==> src/rtl/led_scan_driver.sv <==
`default_nettype none
// ============================================================================
// Module      : led_scan_driver
// Description : Multiplexed 8-digit 7-segment scanner with double-buffered
//               frame load. Each digit slot lasts DIGIT_CYCLES clocks. The
//               first BLANK_CYCLES clocks of a slot keep all anodes off to
//               suppress ghosting. A new frame is accepted into pending
//               registers at any time. It becomes visible only at the next
//               frame wrap, so a frame is never torn mid-scan.
// Ports       : clk        - system clock, rising edge
//               rst_n      - asynchronous active-low reset
//               wr_en      - frame load request, qualified by wr_ready
//               wr_data    - eight hex digits, digit i = wr_data[4i+3:4i]
//               wr_mask    - digit enables, bit i lights digit i
//               dp_in      - decimal points per digit (LED_SCAN_DP_EN only)
//               wr_ready   - high when a new frame can be accepted
//               an         - active-low anode selects, registered
//               seg        - active-low {dp,g,f,e,d,c,b,a}, registered
//               frame_done - one-cycle pulse on the last cycle of a frame
// Config      : define LED_SCAN_DP_EN to build the decimal-point path.
// Revision    : 1.0 - initial release
// ============================================================================
module led_scan_driver #(
  parameter int DIGIT_CYCLES = 200_000,
  parameter int BLANK_CYCLES = 1_000
) (
  input  logic        clk,
  input  logic        rst_n,
  input  logic        wr_en,
  input  logic [31:0] wr_data,
  input  logic [7:0]  wr_mask,
  input  logic [7:0]  dp_in,
  output logic        wr_ready,
  output logic [7:0]  an,
  output logic [7:0]  seg,
  output logic        frame_done
);

  localparam int CNT_W = $clog2(DIGIT_CYCLES);
  localparam logic [CNT_W-1:0] c_last_cnt  = CNT_W'(DIGIT_CYCLES - 1);
  localparam logic [CNT_W-1:0] c_blank_cnt = CNT_W'(BLANK_CYCLES);

  typedef enum logic [0:0] {
    ST_BLANK = 1'b0,
    ST_DRIVE = 1'b1
  } state_t;

  // With no blank time, slot 0 is already a drive cycle.
  localparam state_t c_rst_state = (BLANK_CYCLES == 0) ? ST_DRIVE : ST_BLANK;

  logic [CNT_W-1:0] slot_cnt_q, slot_cnt_d;
  logic [2:0]       idx_q, idx_d;
  state_t           state_q, state_d;

  logic [31:0] pend_data_q, act_data_q;
  logic [7:0]  pend_mask_q, act_mask_q;
  logic        pend_valid_q;

  logic [7:0] an_q, an_d;
  logic [7:0] seg_q, seg_d;

  logic       w_slot_end;
  logic       w_frame_wrap;
  logic       w_accept;
  logic [3:0] w_digit;
  logic       w_dp_n;

  assign w_slot_end   = (slot_cnt_q == c_last_cnt);
  assign w_frame_wrap = w_slot_end && (idx_q == 3'd7);
  assign w_accept     = wr_en && wr_ready;
  assign w_digit      = act_data_q[{idx_q, 2'b00} +: 4];

  // Hex to active-low {g,f,e,d,c,b,a}.
  function automatic logic [6:0] hex7(input logic [3:0] h);
    logic [6:0] s;
    s = 7'h7F;
    case (h)
      4'h0: s = 7'h40;
      4'h1: s = 7'h79;
      4'h2: s = 7'h24;
      4'h3: s = 7'h30;
      4'h4: s = 7'h19;
      4'h5: s = 7'h12;
      4'h6: s = 7'h02;
      4'h7: s = 7'h78;
      4'h8: s = 7'h00;
      4'h9: s = 7'h10;
      4'hA: s = 7'h08;
      4'hB: s = 7'h03;
      4'hC: s = 7'h46;
      4'hD: s = 7'h21;
      4'hE: s = 7'h06;
      4'hF: s = 7'h0E;
      default: s = 7'h7F;
    endcase
    return s;
  endfunction

  // --------------------------------------------------------------------------
  // Slot counter and digit index
  // --------------------------------------------------------------------------
  always_comb begin
    slot_cnt_d = slot_cnt_q + 1'b1;
    idx_d      = idx_q;
    if (w_slot_end) begin
      slot_cnt_d = '0;
      idx_d      = idx_q + 3'd1;
    end
  end

  always_ff @(posedge clk or negedge rst_n) begin
    if (!rst_n) begin
      slot_cnt_q <= '0;
      idx_q      <= '0;
      state_q    <= c_rst_state;
    end else begin
      slot_cnt_q <= slot_cnt_d;
      idx_q      <= idx_d;
      state_q    <= state_d;
    end
  end

  // --------------------------------------------------------------------------
  // Blank/drive FSM and pin decode (decoded here, registered below)
  // --------------------------------------------------------------------------
  always_comb begin
    state_d = state_q;
    an_d    = 8'hFF;
    seg_d   = 8'hFF;
    // The state follows the counter value it will hold next cycle, so
    // state_q always matches slot_cnt_q.
    case (state_q)
      ST_BLANK: if (slot_cnt_d >= c_blank_cnt) state_d = ST_DRIVE;
      ST_DRIVE: if (slot_cnt_d <  c_blank_cnt) state_d = ST_BLANK;
      default:  state_d = c_rst_state;
    endcase
    if ((state_q == ST_DRIVE) && act_mask_q[idx_q]) begin
      an_d  = ~(8'h01 << idx_q);
      seg_d = {w_dp_n, hex7(w_digit)};
    end
  end

  // --------------------------------------------------------------------------
  // Frame buffers: pending is loaded by the handshake, active only at wrap
  // --------------------------------------------------------------------------
  always_ff @(posedge clk or negedge rst_n) begin
    if (!rst_n) begin
      pend_data_q  <= '0;
      pend_mask_q  <= '0;
      pend_valid_q <= 1'b0;
      act_data_q   <= '0;
      act_mask_q   <= '0;
    end else begin
      // A pending frame means wr_ready is low, so these never collide.
      if (w_frame_wrap && pend_valid_q) begin
        act_data_q   <= pend_data_q;
        act_mask_q   <= pend_mask_q;
        pend_valid_q <= 1'b0;
      end
      if (w_accept) begin
        pend_data_q  <= wr_data;
        pend_mask_q  <= wr_mask;
        pend_valid_q <= 1'b1;
      end
    end
  end

`ifdef LED_SCAN_DP_EN
  logic [7:0] pend_dp_q, act_dp_q;

  always_ff @(posedge clk or negedge rst_n) begin
    if (!rst_n) begin
      pend_dp_q <= '0;
      act_dp_q  <= '0;
    end else begin
      if (w_frame_wrap && pend_valid_q) act_dp_q  <= pend_dp_q;
      if (w_accept)                     pend_dp_q <= dp_in;
    end
  end

  assign w_dp_n = ~act_dp_q[idx_q];
`else
  logic w_dp_unused;
  assign w_dp_unused = ^dp_in;
  assign w_dp_n      = 1'b1;
`endif

  // --------------------------------------------------------------------------
  // Output registers
  // --------------------------------------------------------------------------
  always_ff @(posedge clk or negedge rst_n) begin
    if (!rst_n) begin
      an_q  <= 8'hFF;
      seg_q <= 8'hFF;
    end else begin
      an_q  <= an_d;
      seg_q <= seg_d;
    end
  end

  assign an         = an_q;
  assign seg        = seg_q;
  assign wr_ready   = ~pend_valid_q;
  assign frame_done = w_frame_wrap;

endmodule
`default_nettype wire

==> config.mk <==
export PLATFORM = sky130hd
export DESIGN_NAME = led_scan_driver
export DESIGN_NICKNAME = d
export VERILOG_FILES = /design/src/rtl/led_scan_driver.sv
export SDC_FILE = /design/constraint.sdc
export NUM_CORES = 1
export LEC_CHECK = 0
export CAP_MARGIN = 0
export CORE_MARGIN = 4
export CORE_UTILIZATION = 55
export DETAILED_ROUTE_END_ITERATION = 10
export PLACE_DENSITY = 0.79
export SLEW_MARGIN = 40
export SYNTH_ARGS = -nofsm -noshare
export SYNTH_HDL_FRONTEND = slang
export SYNTH_SLANG_ARGS = --single-unit
==> constraint.sdc <==
create_clock -name clk -period 2.6 [get_ports clk]
set_input_delay 0.78 -clock clk [delete_from_list [all_inputs] [get_ports clk]]
set_output_delay 0.78 -clock clk [all_outputs]
set_load 0.1 [all_outputs]
==> results of run 1 <==
==> power breakdown <==
group	internal (W)	total (W)	switching [W]
sequential	0.00192	0.00197	0.0000460
combinational	0.000121	0.000194	0.0000728
clock	0.00159	0.00245	0.000863
total	0.00363	0.00461	0.000982
==> flip-flops by register name, indices dropped and copies added, names as in the netlist <==
register,cells
idx_q,3
an,8
pend_valid_q,1
pend_mask_q,8
state_q,1
slot_cnt_q,18
act_data_q,32
seg,7
pend_data_q,32
act_mask_q,8
==> cell families after synthesis <==
logic type,Yosys count
adder cells (fa/ha/maj),13
buffers and inverters,30
XOR/XNOR,16
flip-flops,118
AND/OR/NAND/NOR,85
AO/OA/AOI/OAI,28
other,1
multiplexers,96
==> synthesized netlist by cell type, types with 3 or more instances <==
master / n / area, um^2
dfrtp_1: 103 / 2577
mux2_2: 42 / 473.0
mux2_4: 39 / 585.6
nand2_1: 22 / 82.58
nor2_1: 16 / 60.06
dfstp_2: 15 / 394.1
ha_1: 13 / 162.7
inv_1: 10 / 37.54
mux4_2: 10 / 225.2
xor2_1: 10 / 87.58
nand3_1: 8 / 40.04
buf_2: 6 / 30.03
buf_6: 6 / 67.56
clkbuf_1: 6 / 22.52
nand4_1: 6 / 37.54
xnor2_1: 6 / 52.55
o21ai_0: 5 / 25.02
a21oi_1: 4 / 20.02
mux2i_1: 4 / 40.04
nand2b_1: 4 / 25.02
o211ai_1: 4 / 30.03
or3_1: 4 / 25.02
and3_1: 3 / 18.77
nor2b_1: 3 / 18.77
nor3_1: 3 / 15.01
nor4_1: 3 / 18.77
o221ai_1: 3 / 26.28
==> layer usage <==
metal	track usage (%)	wire length, um
met5	0	0
met4	8.927	261
met3	4.896	492
met2	32.99	5327
met1	24.62	4520
==> how the worst max path moves through the flow <==
stage | endpoint | slack, ps
after floorplan | frame_done | 160
after global placement | pend_data_q[4] | 370
after detailed placement | pend_data_q[5] | 350
after CTS | frame_done | -50
after global routing | frame_done | -130
final | frame_done | -40
==> what timing repair did <==
action | 4_1_cts | 5_1_grt
endpoints found under the hold margin | 0 | 0
hold buffers | 0 | 0
pin swaps | 1 | 1
gates resized for setup | 12 | 0
buffers inserted | 5 | 1
setup endpoints to repair | 1 | 1
==> critical path: stages, from the launching register on <==
cell and delay (ps):
dfrtp_1 410, nor4b_4 300, nand3_2 140, nor3_4 140, and2_4 170, buf_12 160
==> area by class of cell <==
class                      instances  share of cell area (%)
sequential                       118                   42.89
multi-input combinational        239                   34.71
timing repair buffer              76                   10.42
clock buffer                      18                   6.163
clock inverter                    14                   2.829
tap                              133                   2.397
inverter                          11                  0.5947
==> stage by stage <==
step	cells	total power [W]
6_report	609	0.004611
5_1_grt	609	0.004751
4_1_cts	608	0.004629
3_5_place_dp	571	0.002191
3_3_place_gp	571	0.002178
2_1_floorplan	387	0.002059
==> metrics.cfg, run 1 <==
[synth]
synth-edff-count=0
synthAdderAreaFrac_pct=2.955
yosys.area_share.simple_pct=9.138
synth_seq_area_share_pct=53.99
postSynthCellCount=387
syn_avg_cell_area_um2=14.22
post_synth_arst_share_pct=100.0
synth_ff_type=dfrtp_1
synth_compound_gate_area_share_pct=3.774
post_syn_area_um2=5504
synth.lib_cells_used.distinct=51
yosys_register_bits=118
yosysWarnings=0
post_synth_mux_area_share_pct=24.46
postSynthNetCount=451
synth_xor_area_share_pct=2.546
largest_family_of_logic_cells_by_synthesized_area=multiplexers

[detailed_routing]
drtIter0Drc=170
drcViolationCount=0
num_vias=3333
post_drt_wl_per_cell_um=17.41
drt.antenna.violating_nets=0
detailedRoute.firstPassIterationCount=4
wirelength_um=10600
post_drt_via_cell_ratio=5.473

[sta]
max_freq_mhz=379.3
setup_ws_ps=-36.69
final.period_utilization_pct=101.4
unrepaired_setup_endpoints_after_global_routing=yes
fin_worst_skew_ps=8.606
hold_viol_final=0
timing.final.crit_period_ps=2637
totalNegativeSetupSlack_ps=-36.69
setup_violations=1
max_slew.worst_pin.slew_ps=524.5
timing.hold.ws_ps=241.1
drv_slew=0
max_slew_margin_pct=65.03

[layout]
drive_gt1_share_pct=40.34
n_antenna_cell=0
layout.nets=527
fin_area_um2=6943
most-common-layout-cells=dfrtp_1, mux2_2, clkdlybuf4s50_1
fin_util_pct=71.03
multi_input_comb_area_um2=2410
fill_cells=627
area.sequential_um2=2978
area.growth.synth_to_final_pct=26.14
most_common_cell_after_layout_fill_and_taps_aside=dfrtp_1

[floorplanning]
ios=69
die_footprint_um2=11670
std_cell_rows=36
initial_utilization_pct=56.31
die-height_um=108.0
fp.dieW_um=108.0
core_um2=9774

[cts]
tritoncts_clock_tree=yes
clk_path_buf_depth=2
root_buffer=clkbuf_8
cts.htree.levels=4
insertion_delay_ps=520
clock_sink_count=118
num_cts_buffers=17
clk_pin_slew_ps=60

[status]
result_of_the_run=finished, violations left
failing_checks=setup timing

[global_routing]
first_global_vias=3519
globalRouteTotalUtil_pct=19.83
grt_first_pass_wirelength_um=17440
gr-total-overflow=0
antenna_violations_before_repair=0
grt_max_degree=42

[worst_setup_path]
timing_worst_setup_path_type=flop to output pin
worstSetupStartpoint=slot_cnt_q[13]
crit-reg2reg-launch=idx_q[0]
worstRegToRegCells=7
rrSetupSlack_ps=340
worstSetupStartpointType=flop
crit_path_max_fanout=2
worstPathRequired_ps=1820
critPathCaptureType=output pin
crit_arrival_ps=1860
r2r_end=seg[3]

[power_and_ir_drop]
vdd.ir_drop.worst_mv=0.3807
cellPowerDensity_nw_per_um2=664.2
cellLeakagePower_nw=3.192

[placement]
post_dp_cell_area_um2=6230
port_buffers=59
place.gp.congestion=0.8414
dp_slack_ps=354.5
post-dp-hpwl_um=6919

[hold_path]
holdCritPathClass=input pin to async pin

[job]
timing.max_cap.violations=0

No activity file was read; power rests on OpenSTA's default activity.
==> inputs of run 2 (changes only) <==
--- a/config.mk
+++ b/config.mk
@@ -6,10 +6,11 @@
 export NUM_CORES = 1
 export LEC_CHECK = 0
 export CAP_MARGIN = 0
-export CORE_MARGIN = 4
-export CORE_UTILIZATION = 55
+export CORE_MARGIN = 2
+export CORE_UTILIZATION = 60
 export DETAILED_ROUTE_END_ITERATION = 10
-export PLACE_DENSITY = 0.79
+export PLACE_DENSITY = 0.85
+export SETUP_SLACK_MARGIN = 0.4
 export SLEW_MARGIN = 40
 export SYNTH_ARGS = -nofsm -noshare
 export SYNTH_HDL_FRONTEND = slang
==> constraint.sdc (replaced) <==
create_clock -name clk -period 3.14 [get_ports clk]
set_input_delay 0.942 -clock clk [delete_from_list [all_inputs] [get_ports clk]]
set_output_delay 0.942 -clock clk [all_outputs]
set_load 0.1 [all_outputs]
==> run 2 against run 1 <==
  * The run now ends clean
  * Sequential share of layout area rose by 0.57 points
  * Combinational power fell by 19%
  * Cell count fell by 4.3%
  * Worst hold slack improved by 180 ps
  * Flip-flop and latch count did not move
  * Sequential power fell by 17%
  * Clock power fell by 22%
  * Critical path type unchanged
==> metrics.cfg, run 2 (same netlist as run 1, synthesis figures left out) <==
[cts]
root_buffer=clkbuf_8
clock_sink_count=118  ; unchanged
insertion_delay_ps=520  ; about the same
num_cts_buffers=17  ; unchanged
clk_path_buf_depth=2  ; unchanged
tritoncts_clock_tree=yes
clk_pin_slew_ps=60  ; about the same
cts.htree.levels=4  ; unchanged

[job]
timing.max_cap.violations=0  ; unchanged

[sta]
max_slew_margin_pct=54.00  ; -11 points
fin_worst_skew_ps=9.191  ; +0.5855 ps
max_freq_mhz=354.4
final.period_utilization_pct=89.86
totalNegativeSetupSlack_ps=0  ; +36.69 ps
drv_slew=0  ; unchanged
max_slew.worst_pin.slew_ps=688.6  ; +164.1 ps
hold_viol_final=0  ; unchanged
unrepaired_setup_endpoints_after_global_routing=yes
timing.final.crit_period_ps=2822
setup_violations=0  ; -1

[detailed_routing]
wirelength_um=11320  ; +6.8%
post_drt_via_cell_ratio=5.945  ; +8.6%
drtIter0Drc=223  ; +31%
detailedRoute.firstPassIterationCount=4  ; unchanged
post_drt_wl_per_cell_um=19.42  ; +12%
drcViolationCount=0  ; unchanged
drt.antenna.violating_nets=0  ; unchanged
num_vias=3466  ; +4.0%

[worst_setup_path]
rrSetupSlack_ps=700  ; +360 ps
crit_path_max_fanout=2  ; unchanged
critPathCaptureType=output pin
timing_worst_setup_path_type=flop to output pin
crit_arrival_ps=1880  ; +20 ps
crit-reg2reg-launch=idx_q[0]
worstRegToRegCells=7  ; unchanged
critical_path.cell_chain=nor4b_4 > nand3_2 > nor3_4 > and2_4 > buf_12
worstPathRequired_ps=2200  ; +380 ps
slowest_delay_ps=420  ; about the same
slowest_stage=dfrtp_2
r2r_end=seg[3]
worstSetupStartpointType=flop

[layout]
area.growth.synth_to_final_pct=24.64
layout.nets=526  ; -0.19%
fill_cells=482  ; -23%
most-common-layout-cells=dfrtp_1, mux2_2, clkdlybuf4s50_1
fin_util_pct=77.91  ; +6.9 points
multi_input_comb_area_um2=2399  ; -0.47%
largestRegisters=act_data_q (32), pend_data_q (32), slot_cnt_q (18)
post_layout_nonfiller_instances=583  ; -4.3%
most_common_cell_after_layout_fill_and_taps_aside=dfrtp_1
n_antenna_cell=0  ; unchanged
drive_gt1_share_pct=40.42  ; +0.085 points
area.sequential_um2=2982  ; +0.13%

[hold_path]
holdCritPathClass=input pin to async pin

[floorplanning]
ios=69  ; unchanged
die-height_um=99.78  ; -7.6%
core_um2=8806  ; -9.9%
fp.dieW_um=99.78  ; -7.6%
initial_utilization_pct=62.50  ; +6.2 points
std_cell_rows=34  ; -5.6%
die_footprint_um2=9955  ; -15%

[placement]
port_buffers=59  ; unchanged
post-dp-hpwl_um=6872  ; -0.68%
place_inst=542  ; -5.1%
place.gp.congestion=0.8227  ; -2.2%

[power_and_ir_drop]
cellPowerDensity_nw_per_um2=539.6  ; -19%
cellLeakagePower_nw=3.177  ; -0.48%
power_w=0.003702  ; -20%
vdd.ir_drop.worst_mv=0.3686  ; -3.2%

[global_routing]
grt_max_degree=57  ; +36%
antenna_violations_before_repair=0  ; unchanged
globalRouteTotalUtil_pct=25.04  ; +5.2 points
grt_first_pass_wirelength_um=18820  ; +7.9%
first_global_vias=3749  ; +6.5%
gr-total-overflow=0  ; unchanged

[status]
result_of_the_run=finished, final reports clean

## run 2: cell count changes in the layout (fill, tap and decap cells not counted), sizes merged
cell      delta
bufinv       -1
inv          -3
buf          -1
clkinv       +4
clkbuf       +1
clkinvlp     -1
## run 2: worst max-delay path by stage
stage,from,to,slack [ps],cells after the start
after global placement,slot_cnt_q[14],frame_done,700,5
after CTS,slot_cnt_q[9],frame_done,210,5
final,slot_cnt_q[9],frame_done,320,5
after detailed placement,idx_q[0],seg[0],670,6
after global routing,slot_cnt_q[13],frame_done,260,5
after floorplan,slot_cnt_q[14],frame_done,530,5
## run 2: area by class of cell
class,instances,area share [%]
Sequential cell,118,43.46
Multi-Input combinational cell,239,34.96
Timing Repair Buffer,75,10.43
Clock buffer,19,6.292
Clock inverter,13,2.280
Tap cell,108,1.970
Inverter,11,0.6019
## run 2: critical path, delay by kind of cell (launching register included)
kind	cells	cell delay, ps
buffers and inverters	1	170
DFF	1	420
and+or+nand+nor	4	760
## run 2: power breakdown
group	internal, W	switching, W
Clock	0.00122	0.000691
Sequential	0.00159	0.0000390
Combinational	0.0000987	0.0000592
Total	0.00291	0.000789
## run 2: through the flow
| step | worst slack (ps) | area, um^2 | hold slack, ps |
|---|---|---|---|
| after floorplan | 533.8 | 5505 | 454.2 |
| final | 318.4 | 6860 | 423.1 |
| after detailed placement | 668.3 | 6168 | 486.8 |
| after global placement | 696.4 | 6168 | 476.4 |
| after CTS | 212.2 | 6818 | 432.0 |
| after global routing | 262.0 | 6860 | 465.7 |
## run 2: repair_timing
action                                  in CTS  in global routing
endpoints found under the setup margin       1                  1
hold buffers                                 0                  0
resized for setup                            7                  5
setup buffers                                6                  3
pin swaps                                    3                  2
## run 2: per-layer routing
layer  vias up  wire [um]  GRT usage, %
met4         0        261         11.28
li1       1541          -             -
met2       124       5835         41.84
met5         -          0             0
met3        29        551         5.989
met1      1772       4672         31.27
==> inputs of run 3 (changes only) <==
--- a/config.mk
+++ b/config.mk
@@ -8,7 +8,9 @@
 export CAP_MARGIN = 0
 export CORE_MARGIN = 2
 export CORE_UTILIZATION = 60
+export CTS_CLUSTER_SIZE = 20
 export DETAILED_ROUTE_END_ITERATION = 10
+export HOLD_SLACK_MARGIN = 0.12
 export PLACE_DENSITY = 0.85
 export SETUP_SLACK_MARGIN = 0.4
 export SLEW_MARGIN = 40
==> results of run 3 <==
The final DEF is identical to that of run 2; final timing and power are the same.
